--- src/rtl/alu_sequencer.sv ---
// alu_sequencer: multi-cycle fetch/decode/exec/writeback controller for the
// 8-bit computer. Fetches over an ack'd instruction port, drives the ALU
// control and register select, pulses the SAR write and steps/branches the PC.
// Optional single-step mode: define CTRL_STEP_EN to add the step input and a
// PAUSE state entered after every writeback.
module alu_sequencer #(
  parameter int PC_W     = 8,
  parameter int RESET_PC = 0,
  parameter int FETCH_TO = 15
) (
  input  logic            clk,
  input  logic            rst,
`ifdef CTRL_STEP_EN
  input  logic            step,
`endif
  output logic            imem_req,
  output logic [PC_W-1:0] imem_addr,
  input  logic            imem_ack,
  input  logic [7:0]      imem_data,
  output logic [2:0]      rf_rsel,
  output logic [1:0]      alu_control,
  input  logic            alu_branch,
  output logic            sar_we,
  output logic            halted,
  output logic            fault,
  output logic [7:0]      retired
);

  // Wait counter only needs to reach FETCH_TO-1 before the timeout fires.
  localparam int TO_W = (FETCH_TO < 2) ? 1 : $clog2(FETCH_TO);
  localparam logic [TO_W-1:0] TO_LAST = TO_W'(FETCH_TO - 1);
  localparam logic [7:0]      HALT_OP = 8'hFF;
  localparam logic [1:0]      OP_BNZ  = 2'b10;

  typedef enum logic [2:0] {
    S_FETCH,
    S_DECODE,
    S_EXEC,
    S_WB,
    S_HALT,
    S_FAULT
`ifdef CTRL_STEP_EN
    ,
    S_PAUSE
`endif
  } state_t;

  state_t            state_q, state_d;
  logic [PC_W-1:0]   pc_q, pc_d;
  logic [7:0]        ir_q, ir_d;
  logic              branch_q, branch_d;
  logic [TO_W-1:0]   cnt_q, cnt_d;
  logic [2:0]        rsel_q, rsel_d;
  logic [1:0]        ctrl_q, ctrl_d;
  logic [7:0]        retired_q, retired_d;
  logic [PC_W-1:0]   imm_sext;

  assign imm_sext = {{(PC_W-3){ir_q[2]}}, ir_q[2:0]};

  // Next-state logic; rsel/ctrl are loaded on the accepting fetch edge so that
  // they are already registered and stable during DECODE, EXEC and WB.
  always_comb begin
    state_d   = state_q;
    pc_d      = pc_q;
    ir_d      = ir_q;
    branch_d  = branch_q;
    cnt_d     = cnt_q;
    rsel_d    = rsel_q;
    ctrl_d    = ctrl_q;
    retired_d = retired_q;
    unique case (state_q)
      S_FETCH: begin
        if (imem_ack) begin
          ir_d    = imem_data;
          cnt_d   = '0;
          state_d = S_DECODE;
          if (imem_data != HALT_OP) begin
            rsel_d = imem_data[5:3];
            ctrl_d = imem_data[7:6];
          end
        end else if (cnt_q == TO_LAST) begin
          cnt_d   = '0;
          state_d = S_FAULT;
        end else begin
          cnt_d = cnt_q + TO_W'(1);
        end
      end
      S_DECODE: begin
        if (ir_q == HALT_OP) begin
          retired_d = retired_q + 8'd1;
          state_d   = S_HALT;
        end else begin
          state_d = S_EXEC;
        end
      end
      S_EXEC: begin
        branch_d = alu_branch;
        state_d  = S_WB;
      end
      S_WB: begin
        if ((ir_q[7:6] == OP_BNZ) && branch_q) begin
          pc_d = pc_q + imm_sext;
        end else begin
          pc_d = pc_q + PC_W'(1);
        end
        retired_d = retired_q + 8'd1;
`ifdef CTRL_STEP_EN
        state_d = S_PAUSE;
`else
        state_d = S_FETCH;
`endif
      end
`ifdef CTRL_STEP_EN
      S_PAUSE: begin
        if (step) begin
          state_d = S_FETCH;
        end
      end
`endif
      default: begin
      end
    endcase
  end

  // State register with synchronous reset; reset aborts any instruction in flight.
  always_ff @(posedge clk) begin
    if (rst) begin
      state_q   <= S_FETCH;
      pc_q      <= PC_W'(RESET_PC);
      ir_q      <= '0;
      branch_q  <= 1'b0;
      cnt_q     <= '0;
      rsel_q    <= '0;
      ctrl_q    <= '0;
      retired_q <= '0;
    end else begin
      state_q   <= state_d;
      pc_q      <= pc_d;
      ir_q      <= ir_d;
      branch_q  <= branch_d;
      cnt_q     <= cnt_d;
      rsel_q    <= rsel_d;
      ctrl_q    <= ctrl_d;
      retired_q <= retired_d;
    end
  end

  // Strobes are gated by rst so that a reset cycle never requests or writes.
  always_comb begin
    imem_req    = (state_q == S_FETCH) && !rst;
    sar_we      = (state_q == S_WB) && (ir_q[7:6] != OP_BNZ) && !rst;
    imem_addr   = pc_q;
    rf_rsel     = rsel_q;
    alu_control = ctrl_q;
    halted      = (state_q == S_HALT);
    fault       = (state_q == S_FAULT);
    retired     = retired_q;
  end

endmodule
--- config.mk ---
export PLATFORM = sky130hd
export DESIGN_NAME = alu_sequencer
export DESIGN_NICKNAME = d
export VERILOG_FILES = /design/src/rtl/alu_sequencer.sv
export SDC_FILE = /design/constraint.sdc
export NUM_CORES = 1
export LEC_CHECK = 0
export ABC_AREA = 1
export BUFFER_PORTS_ARGS = -buffer_cell sky130_fd_sc_hd__buf_2
export CAP_MARGIN = 25
export CORE_MARGIN = 1.5
export CORE_UTILIZATION = 50
export DETAILED_ROUTE_END_ITERATION = 7
export PLACE_DENSITY = 0.73
export SETUP_SLACK_MARGIN = 0.4
export SLEW_MARGIN = 20
export SYNTH_ARGS = -nofsm -noshare
export SYNTH_HDL_FRONTEND = slang
export SYNTH_SLANG_ARGS = --single-unit
--- constraint.sdc ---
create_clock -name clk -period 2.4 [get_ports clk]
set_input_delay 0.36 -clock clk [delete_from_list [all_inputs] [get_ports clk]]
set_output_delay 0.36 -clock clk [all_outputs]
set_load 0.03 [all_outputs]
==> results of run 1 <==
cell type report:
class                           count  area share, %
Timing Repair Buffer               39          8.682
Clock buffer                        7          3.653
Inverter                           49          7.782
Sequential cell                    37          31.39
Multi-Input combinational cell    190          45.95
Tap cell                           48          2.541
cell usage in the layout, fill, tap and decap left out, types with 2 or more instances in the layout:
cell type and n:
nor3_1 3, dfxtp_1 36, nor2_1 22, inv_1 42, xnor2_1 3, xor2_1 6
a21oi_2 2, a21oi_1 30, buf_4 4, ha_1 5, inv_2 7, nand2_1 49
nand3_2 3, nand2_4 2, nand4_1 7, nor2_4 3, nand2_2 7, buf_2 35
clkbuf_8 6, nor2_2 3, nand3_1 13, o21ai_0 20
power groups by stage:
stage	sequential [mW]	combinational, mW	clock, mW
after detailed placement	0.778	0.465	0
final	0.766	0.489	0.449
after floorplan	0.829	0.305	0
after global routing	0.777	0.549	0.476
after CTS	0.765	0.471	0.454
after global placement	0.777	0.460	0
cells in the mapped netlist:
master,number
o211ai_1,1
nand3_1,13
nand2_1,49
o21ai_1,1
nor4_2,1
xnor2_1,3
o21ai_0,20
a21o_1,1
fa_1,1
ha_1,5
xor2_1,6
a21oi_1,30
buf_4,2
dfxtp_1,37
nand3_2,3
inv_2,7
a41oi_1,1
nor2_4,2
nor2_1,24
nor3_1,4
nand2_4,2
nor4_4,1
nor4_1,1
nand2_2,7
inv_1,42
nor2_2,2
nand4_4,1
nand4_1,7
or2_2,1
clkbuf_1,3
a32oi_1,1
a21oi_2,2
how the worst min path moves through the flow:
stage | start | to | slack, ns | cells after the start
2_1_floorplan | ir_q[4]$_SDFFE_PP0P_ | ir_q[4]$_SDFFE_PP0P_ | 0.45 | 2
3_3_place_gp | rf_rsel[0]$_SDFFE_PP0P_ | rf_rsel[0]$_SDFFE_PP0P_ | 0.44 | 2
3_5_place_dp | alu_control[1]$_SDFFE_PP0P_ | alu_control[1]$_SDFFE_PP0P_ | 0.44 | 2
4_1_cts | alu_branch | branch_q$_SDFFE_PP0N_ | 0.35 | 3
5_1_grt | imem_data[0] | ir_q[0]$_SDFFE_PP0P_ | 0.41 | 3
6_report | alu_branch | branch_q$_SDFFE_PP0N_ | 0.35 | 3
per-stage QoR:
step | utilization, % | hold slack (ns) | area [um2]
after floorplan | - | 0.4503 | 2019
final | 62.67 | 0.3535 | 2364
after global placement | 59.22 | 0.4362 | 2233
after CTS | 61.75 | 0.3547 | 2328
after detailed placement | 59.22 | 0.4406 | 2233
after global routing | 62.67 | 0.4060 | 2364
routing by layer:
| metal | routed length [um] | share of wire [%] |
|---|---|---|
| met4 | 74 | 1.7 |
| met1 | 2110 | 49 |
| met2 | 1923 | 45 |
| met3 | 165 | 3.9 |
| met5 | 0 | 0 |
registers in the layout (all words and copies together) (netlist names):
register and cells:
state_q 3, retired 8, ir_q 8, rf_rsel 3, imem_addr 8, branch_q 1, alu_control 2, cnt_q 4
kinds of logic (layout without fill, tap and decap cells):
group | Yosys count | after routing | synth area share (%)
AO/OA/AOI/OAI | 57 | 57 | 15.12
buffers and inverters | 54 | 95 | 10.41
AND/OR/NAND/NOR | 118 | 118 | 29.80
XOR/XNOR | 9 | 9 | 3.904
flip-flops | 37 | 37 | 36.68
adder cells (fa/ha/maj) | 6 | 6 | 4.089
critical path, stage by stage (launching register included):
cell and delay (ns):
dfxtp_2 0.33, inv_2 0.05, nor2_4 0.15, nand2_1 0.08
nor2_2 0.12, inv_1 0.07, fa_2 0.36, inv_1 0.08
nand3_2 0.09, nor2_4 0.11, nand2_2 0.06, nand3_1 0.06
nand2_1 0.05, nor2_1 0.08, nor2_1 0.04
timing repair:
action	in CTS	in global routing
setup endpoints to repair	2	3
resized for setup	1	7
pin swaps	1	1
buffers inserted	1	2
==> key figures, run 1 <==
Yosys
  • Yosys reg bits: 37
  • Synth warn: 0
  • Seq/Total Area, Yosys: 36.68%
  • Synth Area per Inst: 7.187 um2
  • Mapped Cells: 281
  • Syn nets: 299
  • Top post-synthesis cells by area: dfxtp_1 (37%), nand2_1 (9.1%), inv_1 (7.8%)
  • Largest area contributor in the netlist: dfxtp_1
  • Yosys top cell area share: 36.68%
  • Syn Std Cell Area: 0.002019 mm2
  • Yosys cell types: 32

Worst setup path
  • Critical path endpoint category: register
  • Flop-to-flop setup slack: 0.55 ns
  • Critical path origin: ir_q[7]$_SDFFE_PP0P_
  • CP Class: register to register
  • Crit Reg-Reg Startpoint: ir_q[7]$_SDFFE_PP0P_
  • Setup crit end: imem_addr[6]$_SDFFE_PP0P_
  • Reg-to-Reg End: imem_addr[6]$_SDFFE_PP0P_
  • Required time of the critical path: 2.60 ns
  • Arrival @ worst endpoint: 2.05 ns
  • CP Launch Type: register
  • Worst reg-to-reg path cell count: 14
  • Worst-path fanout max: 6

Detailed routing
  • DR vias: 1879
  • DRC violations left: 0
  • Detailed Route WL: 4273 um
  • First-pass detailed-route iteration total: 4
  • Remaining antenna violation count: 0
  • 1st-iter DRT viols: 108
  • Vias/cell: 5.078
  • Avg WL per Cell: 11.55 um

STA
  • Setup WS post-layout: 0.5506 ns
  • Actual slew at the worst max-slew pin: 0.6995 ns
  • Post-route minimum period: 1.849 ns
  • Slew margin rel.: 52.87%
  • Slew Limit Fails: 0
  • Final worst-path cycle share: 77.06%
  • RSZ-0062 raised after global routing: true
  • Clock Skews: 0.006222 ns
  • TNS Setup: 0 ns
  • Hold Fails Final Rpt: 0
  • Fmax: 540.7 MHz
  • Final setup fails: 0

Floorplan
  • Initial core utilization: 53.55%
  • Core area: 0.003771 mm2
  • Row Count: 22
  • Die width: 66.55 um
  • Top Ports: 37
  • Die height: 66.55 um
  • Die ar.: 0.004429 mm2

Clock network
  • CTS tree: done
  • Clk buf depth: 2
  • Clk_lat worst skew: 0.30 ns
  • Clk sink count: 37
  • # hold bufs at CTS: 0
  • Worst-path clk slew: 0.07 ns
  • Num CTS Buffers: 5
  • H-tree depth: 2
  • Clk root buf: clkbuf_8

Layout
  • Nets: 340
  • FF/Latch Area: 742.0 um2
  • Fillers: 331
  • Number of diodes: 0
  • Ratio of cells with drive above 1 in the final layout: 24.53%
  • Area occupied by multi-input gates: 0.001086 mm2
  • Area Growth Syn to Fin: 17.04%
  • Finished Layout Cells: 370

GRT
  • GRT busiest layer: met2
  • Residual overflow from global routing: 0
  • M1 GR Usage: 26.46%
  • Vias in the first global route: 1815
  • Grt met3 use: 4.730%
  • Pin count of the biggest net entering global routing: 19
  • Initial antenna violation count: 0
  • Met2 GRT Util: 36.75%
  • Total Routing Usage GR: 21.73%
  • First-pass GRT wire length: 7465 um

Power
  • Clock share of power: 26.3%
  • Sw Ratio: 37.22%
  • Share of power burned in registers: 45.0%
  • Pint: 1.070 mW
  • Maximum vdd drop: 371.9 uV
  • Final Power: 1.704 mW
  • Combinational power share: 28.7%
  • Power Dens Cells: 721.0 mW/mm2
  • Static Leakage: 1.122 nW
  • NetSw: 0.6344 mW

Placed design
  • Port Buffers: 36
  • DP HPWL: 3042 um
  • Dpl ws: 0.3841 ns
  • Cells after DPL: 360
  • RePlAce Congestion: 0.9063

Status
  • Status: finished, final reports clean

Job
  • Max-cap violations: 0

Hold path
  • Hold WC Path Type: primary input to register
(Power assumes the default switching activity.)
==> inputs of run 2 (changes only) <==
--- a/config.mk
+++ b/config.mk
@@ -5,7 +5,7 @@
 export SDC_FILE = /design/constraint.sdc
 export NUM_CORES = 1
 export LEC_CHECK = 0
-export ABC_AREA = 1
+export ABC_AREA = 0
 export BUFFER_PORTS_ARGS = -buffer_cell sky130_fd_sc_hd__buf_2
 export CAP_MARGIN = 25
 export CORE_MARGIN = 1.5
==> constraint.sdc (replaced) <==
create_clock -name clk -period 1.9 [get_ports clk]
set_input_delay 0.285 -clock clk [delete_from_list [all_inputs] [get_ports clk]]
set_output_delay 0.285 -clock clk [all_outputs]
set_load 0.03 [all_outputs]
==> key figures, run 2 <==
Power
  • NetSw: 0.5922 mW (was 0.6344 mW)
  • Static Leakage: 1.304 nW (was 1.122 nW)
  • Maximum vdd drop: 615.1 uV (was 371.9 uV)
  • Sw Ratio: 27.40% (was 37.22%)
  • Power Dens Cells: 700.6 mW/mm2 (was 721.0 mW/mm2)
  • Share of power burned in registers: 39.0% (was 45.0%)
  • Combinational power share: 22.7% (was 28.7%)
  • Pint: 1.569 mW (was 1.070 mW)
  • Clock share of power: 38.3% (was 26.3%)
  • Final Power: 2.162 mW (was 1.704 mW)

Floorplan
  • Row Count: 22 (unchanged)
  • Top Ports: 37 (unchanged)
  • Die ar.: 0.004167 mm2 (was 0.004429 mm2)
  • Initial core utilization: 51.74% (was 53.55%)
  • Die width: 64.55 um (was 66.55 um)
  • Die height: 64.55 um (was 66.55 um)
  • Core area: 0.003661 mm2 (was 0.003771 mm2)

Yosys
  • Number of flops mapped to enable cells by yosys: 0 (unchanged)
  • Synth warn: 0 (unchanged)
  • Synth async-reset ratio: 0% (unchanged)
  • Most frequent cell after synthesis: dfxtp_1 (was nand2_1)
  • Yosys reg bits: 37 (unchanged)
  • Syn nets: 251 (was 299)
  • Synth top cells by count: dfxtp_1 (37), nand2_1 (29), nor2_1 (27), a21oi_1 (24), clkbuf_1 (10) (was nand2_1 (49), inv_1 (42), dfxtp_1 (37), a21oi_1 (30), nor2_1 (24))
  • Synth Area per Inst: 8.130 um2 (was 7.187 um2)
  • Yosys cell types: 41 (was 32)
  • Seq/Total Area, Yosys: 39.10% (was 36.68%)
  • Largest area contributor in the netlist: dfxtp_1 (unchanged)
  • Mapped Cells: 233 (was 281)
  • Yosys top cell area share: 39.10% (was 36.68%)
  • Main synth FF type: dfxtp_1 (unchanged)
  • Syn Std Cell Area: 0.001894 mm2 (was 0.002019 mm2)
  • Top post-synthesis cells by area: dfxtp_1 (39%), a21oi_1 (6.3%), nand2_1 (5.7%) (was dfxtp_1 (37%), nand2_1 (9.1%), inv_1 (7.8%))

Layout
  • Ratio of cells with drive above 1 in the final layout: 58.71% (was 24.53%)
  • Nets: 327 (was 340)
  • Final Instance Area: 0.003085 mm2 (was 0.002364 mm2)
  • Fillers: 201 (was 331)
  • Most frequent cells in the layout: buf_2 (32), buf_4 (30), dfxtp_1 (24), nor2_1 (22), nand2_1 (20) (was nand2_1 (49), inv_1 (42), dfxtp_1 (36), buf_2 (35), a21oi_1 (30))
  • Area occupied by multi-input gates: 0.001465 mm2 (was 0.001086 mm2)
  • FF/Latch Area: 764.5 um2 (was 742.0 um2)
  • Commonest non-fill, non-tap cell in the layout: buf_2 (was nand2_1)
  • Number of diodes: 0 (unchanged)
  • Area Growth Syn to Fin: 62.88% (was 17.04%)

Worst setup path
  • Required time of the critical path: 2.09 ns (was 2.60 ns)
  • Crit-path slowest cell: mux2_2 (was fa_2)
  • Flop-to-flop setup slack: -0.26 ns (was 0.55 ns)
  • Crit Reg-Reg Startpoint: ir_q[7]$_SDFFE_PP0P_ (unchanged)
  • CP Class: register to register (unchanged)
  • Crit path cell chain: nor2b_4 > nand3_2 > inv_2 > ha_4 > a21o_4 > or3_1 > o22ai_1 > mux2_2 (was inv_2 > nor2_4 > nand2_1 > nor2_2 > inv_1 > fa_2 > inv_1 > nand3_2 > nor2_4 > nand2_2 > nand3_1 > nand2_1 > nor2_1 > nor2_1)
  • Crit path max-delay family: simple AND/OR/NAND/NOR gates (unchanged)
  • Critical path endpoint category: register (unchanged)
  • Reg-to-Reg End: imem_addr[7]$_SDFFE_PP0P_ (was imem_addr[6]$_SDFFE_PP0P_)
  • CP bufs+invs: 1 (was 3)
  • Largest stage delay on the critical path: 0.37 ns (was 0.36 ns)
  • Arrival @ worst endpoint: 2.35 ns (was 2.05 ns)
  • CP Launch Type: register (unchanged)
  • Worst-path fanout max: 6 (unchanged)
  • Worst reg-to-reg path cell count: 8 (was 14)

Hold path
  • Hold Crit Depth: 3 (unchanged)
  • Worst Hold End: ir_q[6]$_SDFFE_PP0P_ (was branch_q$_SDFFE_PP0N_)
  • Hold WC Path Type: primary input to register (unchanged)
  • Hold_sp: imem_data[6] (was alu_branch)

Detailed routing
  • Remaining antenna violation count: 0 (unchanged)
  • 1st-iter DRT viols: 102 (was 108)
  • First-pass detailed-route iteration total: 4 (unchanged)
  • Vias/cell: 5.670 (was 5.078)
  • Avg WL per Cell: 16.72 um (was 11.55 um)
  • DR vias: 2030 (was 1879)
  • Detailed Route WL: 5985 um (was 4273 um)
  • DRC violations left: 0 (unchanged)

Clock network
  • Clk root buf: clkbuf_8 (unchanged)
  • # hold bufs at CTS: 0 (unchanged)
  • CTS tree: done (unchanged)
  • Num CTS Buffers: 5 (unchanged)
  • Clk_lat worst skew: 0.30 ns (about the same)
  • H-tree depth: 2 (unchanged)
  • Worst-path clk slew: 0.08 ns (was 0.07 ns)
  • Clk buf depth: 2 (unchanged)
  • Clk sink count: 37 (unchanged)

STA
  • Hold Fails Final Rpt: 0 (unchanged)
  • Actual slew at the worst max-slew pin: 0.6169 ns (was 0.6995 ns)
  • RSZ-0062 raised after global routing: true (unchanged)
  • Clock Skews: 0.003712 ns (was 0.006222 ns)
  • Final setup fails: 6 (was 0)
  • Slew margin rel.: 58.87% (was 52.87%)
  • Slew Limit Fails: 0 (unchanged)
  • Final worst-path cycle share: 113.9% (was 77.06%)
  • Post-route minimum period: 2.163 ns (was 1.849 ns)
  • Fmax: 462.2 MHz (was 540.7 MHz)
  • Setup WS post-layout: -0.2635 ns (was 0.5506 ns)

GRT
  • Initial antenna violation count: 0 (unchanged)
  • Total Routing Usage GR: 25.87% (was 21.73%)
  • First-pass GRT wire length: 8418 um (was 7465 um)
  • Residual overflow from global routing: 0 (unchanged)
  • Vias in the first global route: 1856 (was 1815)
  • Pin count of the biggest net entering global routing: 29 (was 19)

Status
  • Failing checks: setup timing
  • Status: complete, but fails checks (was finished, final reports clean)

Placed design
  • Port Buffers: 36 (unchanged)
  • Cell Area, Placed: 0.002291 mm2 (was 0.002233 mm2)
  • RePlAce Congestion: 0.8408 (was 0.9063)
  • DP HPWL: 2956 um (was 3042 um)

Job
  • Max-cap violations: 0 (unchanged)
[run 2: cell types whose count changed in the layout (fill, tap and decap cells not counted), moves of 8 or more]
cell     previous run  this run
dfxtp_1            36        24
buf_4               4        30
inv_1              42         5
dfxtp_2             1        10
nand2_1            49        20
o21ai_0            20         2
nand3_1            13         5
buf_6               0        18
a21oi_2             2        16
nor2b_1             0         8
a21oi_1            30         7
[run 2: worst register-to-register path, stage by stage (launching register included)]
cell	delay, ns
dfxtp_2	0.33
nor2b_4	0.16
nand3_2	0.09
inv_2	0.08
ha_4	0.19
a21o_4	0.23
or3_1	0.34
o22ai_1	0.25
mux2_2	0.37
[run 2: per-layer routing]
layer / part of all wire (%) / routed length (um) / GRT usage, % / up-vias
met1: 42 / 2517 / 30.77 / 1000
met3: 3.6 / 217 / 5.382 / 16
met4: 2.3 / 137 / 10.11 / 0
met5: 0 / 0 / 0 / -
li1: - / - / - / 965
met2: 52 / 3114 / 45.57 / 49
[run 2: what timing repair did]
item | in CTS | in global routing
buffers inserted | 15 | 11
cloned | 0 | 0
pin swaps | 28 | 29
setup endpoints to repair | 21 | 35
gates resized for setup | 50 | 61
[run 2: area by class of cell]
type / count / area share (%)
Clock buffer: 5 / 2.230
Multi-Input combinational cell: 174 / 47.49
Timing Repair Buffer: 82 / 20.36
Clock inverter: 3 / 2.109
Inverter: 9 / 1.095
Tap cell: 48 / 1.946
Sequential cell: 37 / 24.78
[run 2: how the worst max path moves through the flow]
stage / from / endpoint / slack (ns) / depth (start not counted)
after global routing: ir_q[7]$_SDFFE_PP0P_ / imem_addr[7]$_SDFFE_PP0P_ / -0.32 / 8
after CTS: ir_q[7]$_SDFFE_PP0P_ / imem_addr[5]$_SDFFE_PP0P_ / -0.13 / 8
final: ir_q[7]$_SDFFE_PP0P_ / imem_addr[7]$_SDFFE_PP0P_ / -0.26 / 8
after detailed placement: ir_q[7]$_SDFFE_PP0P_ / imem_addr[5]$_SDFFE_PP0P_ / -0.13 / 8
after floorplan: ir_q[7]$_SDFFE_PP0P_ / imem_addr[5]$_SDFFE_PP0P_ / -0.10 / 8
after global placement: ir_q[7]$_SDFFE_PP0P_ / imem_addr[5]$_SDFFE_PP0P_ / -0.10 / 8
[run 2: metrics by stage]
stage / hold WS (ns) / setup WS, ns / std cells / setup TNS [ns] / utilization, %
floorplan: 0.4134 / -0.1036 / 233 / -0.2203 / -
global placement: 0.4495 / -0.1013 / 324 / -0.2173 / 62.58
detailed placement: 0.4510 / -0.1317 / 324 / -0.3708 / 62.58
CTS: 0.2362 / -0.1344 / 347 / -0.3737 / 75.02
global route: 0.2361 / -0.3227 / 358 / -1.290 / 84.28
finish: 0.2306 / -0.2635 / 358 / -0.8296 / 84.28
[run 2: power groups by stage]
stage	clock network (mW)	logic, mW	registers [mW]
2_1_floorplan	0	0.181	0.881
3_3_place_gp	0	0.276	0.863
3_5_place_dp	0	0.280	0.864
4_1_cts	0.819	0.388	0.837
5_1_grt	0.866	0.524	0.847
6_report	0.827	0.492	0.843
[run 2: cell families (layout without fill, tap and decap cells)]
family          after synthesis  in the layout  synth area share, %
buf+inv                      22             99                5.218
flops                        37             37                39.10
xor+xnor                      1              1               0.4624
fa+ha+maj                     6              6                4.359
mux                          11             11                6.341
compound gates               38             38                11.62
simple gates                118            118                32.89
==> inputs of run 3 (changes only) <==
--- a/config.mk
+++ b/config.mk
@@ -5,7 +5,7 @@
 export SDC_FILE = /design/constraint.sdc
 export NUM_CORES = 1
 export LEC_CHECK = 0
-export ABC_AREA = 0
+export ABC_AREA = 1
 export BUFFER_PORTS_ARGS = -buffer_cell sky130_fd_sc_hd__buf_2
 export CAP_MARGIN = 25
 export CORE_MARGIN = 1.5
==> key figures, run 3 (same netlist as run 1, synthesis figures left out) <==
Layout
  • Commonest non-fill, non-tap cell in the layout: nand2_1 (was buf_2)
  • Area Growth Syn to Fin: 35.38% (was 62.88%)
  • Ratio of cells with drive above 1 in the final layout: 38.60% (was 58.71%)
  • Fillers: 283 (was 201)
  • Most frequent cells in the layout: nand2_1 (40), inv_1 (38), buf_2 (32), dfxtp_1 (31), a21oi_1 (25) (was buf_2 (32), buf_4 (30), dfxtp_1 (24), nor2_1 (22), nand2_1 (20))
  • Final Instance Area: 0.002734 mm2 (was 0.003085 mm2)
  • Number of diodes: 0 (unchanged)
  • Post-Route Utilization: 72.50% (was 84.28%)
  • Nets: 359 (was 327)

Floorplan
  • Die height: 66.55 um (was 64.55 um)
  • Initial core utilization: 53.55% (was 51.74%)
  • Die width: 66.55 um (was 64.55 um)
  • Top Ports: 37 (unchanged)
  • Row Count: 22 (unchanged)
  • Die ar.: 0.004429 mm2 (was 0.004167 mm2)
  • Core area: 0.003771 mm2 (was 0.003661 mm2)

STA
  • Slew Limit Fails: 0 (unchanged)
  • Post-route minimum period: 1.781 ns (was 2.163 ns)
  • Slew margin rel.: 57.64% (was 58.87%)
  • Hold Fails Final Rpt: 0 (unchanged)
  • Clock Skews: 0.008190 ns (was 0.003712 ns)
  • Final setup fails: 0 (was 6)
  • RSZ-0062 raised after global routing: true (unchanged)
  • Fmax: 561.4 MHz (was 462.2 MHz)
  • Actual slew at the worst max-slew pin: 0.6288 ns (was 0.6169 ns)
  • Setup WS post-layout: 0.1189 ns (was -0.2635 ns)
  • Final worst-path cycle share: 93.74% (was 113.9%)
  • TNS Setup: 0 ns (was -0.8296 ns)
  • Fin Hold WS: 0.2794 ns (was 0.2306 ns)

Job
  • Max-cap violations: 0 (unchanged)

Placed design
  • Dpl ws: 0.02789 ns (was -0.1317 ns)
  • DP HPWL: 3132 um (was 2956 um)
  • RePlAce Congestion: 0.8933 (was 0.8408)
  • Cell Area, Placed: 0.002270 mm2 (was 0.002291 mm2)
  • Port Buffers: 36 (unchanged)

Clock network
  • Clk buf depth: 2 (unchanged)
  • H-tree depth: 2 (unchanged)
  • Clk root buf: clkbuf_8 (unchanged)
  • Worst-path clk slew: 0.08 ns (about the same)
  • CTS tree: done (unchanged)
  • Clk_lat worst skew: 0.30 ns (about the same)
  • Num CTS Buffers: 5 (unchanged)
  • Clk sink count: 37 (unchanged)

Detailed routing
  • Avg WL per Cell: 12.64 um (was 16.72 um)
  • Vias/cell: 5.164 (was 5.670)
  • DR vias: 2014 (was 2030)
  • DRC violations left: 0 (unchanged)
  • 1st-iter DRT viols: 78 (was 102)
  • Remaining antenna violation count: 0 (unchanged)
  • Detailed Route WL: 4928 um (was 5985 um)
  • First-pass detailed-route iteration total: 4 (unchanged)

GRT
  • Initial antenna violation count: 0 (unchanged)
  • Residual overflow from global routing: 0 (unchanged)
  • Total Routing Usage GR: 22.68% (was 25.87%)
  • Pin count of the biggest net entering global routing: 18 (was 29)
  • First-pass GRT wire length: 7672 um (was 8418 um)
  • Vias in the first global route: 1805 (was 1856)

Power
  • Maximum vdd drop: 970.3 uV (was 615.1 uV)
  • Static Leakage: 1.318 nW (was 1.304 nW)
  • Power Dens Cells: 915.6 mW/mm2 (was 700.6 mW/mm2)

Worst setup path
  • Worst-path fanout max: 3 (was 6)
  • CP Class: register to register (unchanged)
  • Critical path endpoint category: register (unchanged)
  • CP Launch Type: register (unchanged)
  • Required time of the critical path: 2.10 ns (was 2.09 ns)
  • Arrival @ worst endpoint: 1.98 ns (was 2.35 ns)

Status
  • Status: finished, final reports clean (was complete, but fails checks)

Hold path
  • Hold WC Path Type: primary input to register (unchanged)
run 3: changes by cell type in the layout (fill, tap and decap cells not counted), moves of 7 or more:
cell / change
dfxtp_1: +7
mux2_4: -7
nor2b_1: -8
buf_6: -12
a21oi_1: +18
o21ai_0: +12
inv_1: +33
or3_4: -7
a21oi_2: -9
buf_4: -11
nand2_2: +9
nand2_1: +20
run 3: critical path: stages (launching register included):
cell	delay (ns)
dfxtp_2	0.35
inv_2	0.05
nor2_4	0.09
nand2_1	0.06
nor2_1	0.11
inv_1	0.07
fa_2	0.38
inv_2	0.06
nand3_2	0.07
nor2_4	0.11
nand2_2	0.08
nand3_2	0.06
nand2_1	0.05
nor2_1	0.09
nor2_1	0.04
run 3: cell type report:
class | instances | area (um2) | share of cell area (%)
inverters | 49 | 193.9 | 7.094
flip-flops and latches | 37 | 750.7 | 27.46
well taps | 48 | 60.06 | 2.197
repair buffers | 57 | 370.4 | 13.55
clock inverters | 2 | 37.54 | 1.373
clock buffers | 6 | 82.58 | 3.021
multi-input cells | 191 | 1239 | 45.31
run 3: what timing repair did:
item / CTS / global route
gates resized for setup: 15 / 48
setup buffers: 11 / 7
hold buffers: 0 / 0
pin swaps: 11 / 21
gates cloned: 0 / 1
endpoints found under the setup margin: 21 / 31
run 3: per-stage QoR:
stage	power [mW]	std cells
after floorplan	1.437	281
after global placement	1.578	363
after detailed placement	1.591	363
after CTS	2.413	382
after global routing	2.643	390
final	2.503	390
run 3: power breakdown:
part / switching, mW / internal (mW) / leakage (nW)
registers: 0.0921 / 0.888 / 0.304
clock network: 0.303 / 0.427 / 0.0574
logic: 0.507 / 0.286 / 0.956
run 3: worst paths after layout:
path	cells past startpoint	end	from	slack, ns
max	14	imem_addr[6]$_SDFFE_PP0P_	ir_q[7]$_SDFFE_PP0P_	0.12
min	3	ir_q[0]$_SDFFE_PP0P_	imem_data[0]	0.28
max reg2reg	14	imem_addr[6]$_SDFFE_PP0P_	ir_q[7]$_SDFFE_PP0P_	0.12
min reg2reg	2	rf_rsel[1]$_SDFFE_PP0P_	rf_rsel[1]$_SDFFE_PP0P_	0.45
run 3: per-layer routing:
layer	wire length [um]	GRT usage, %	vias up
met3	187	6.081	8
met4	61	6.888	0
li1	-	-	1032
met2	2417	38.38	41
met5	0	0	-
met1	2262	27.99	933
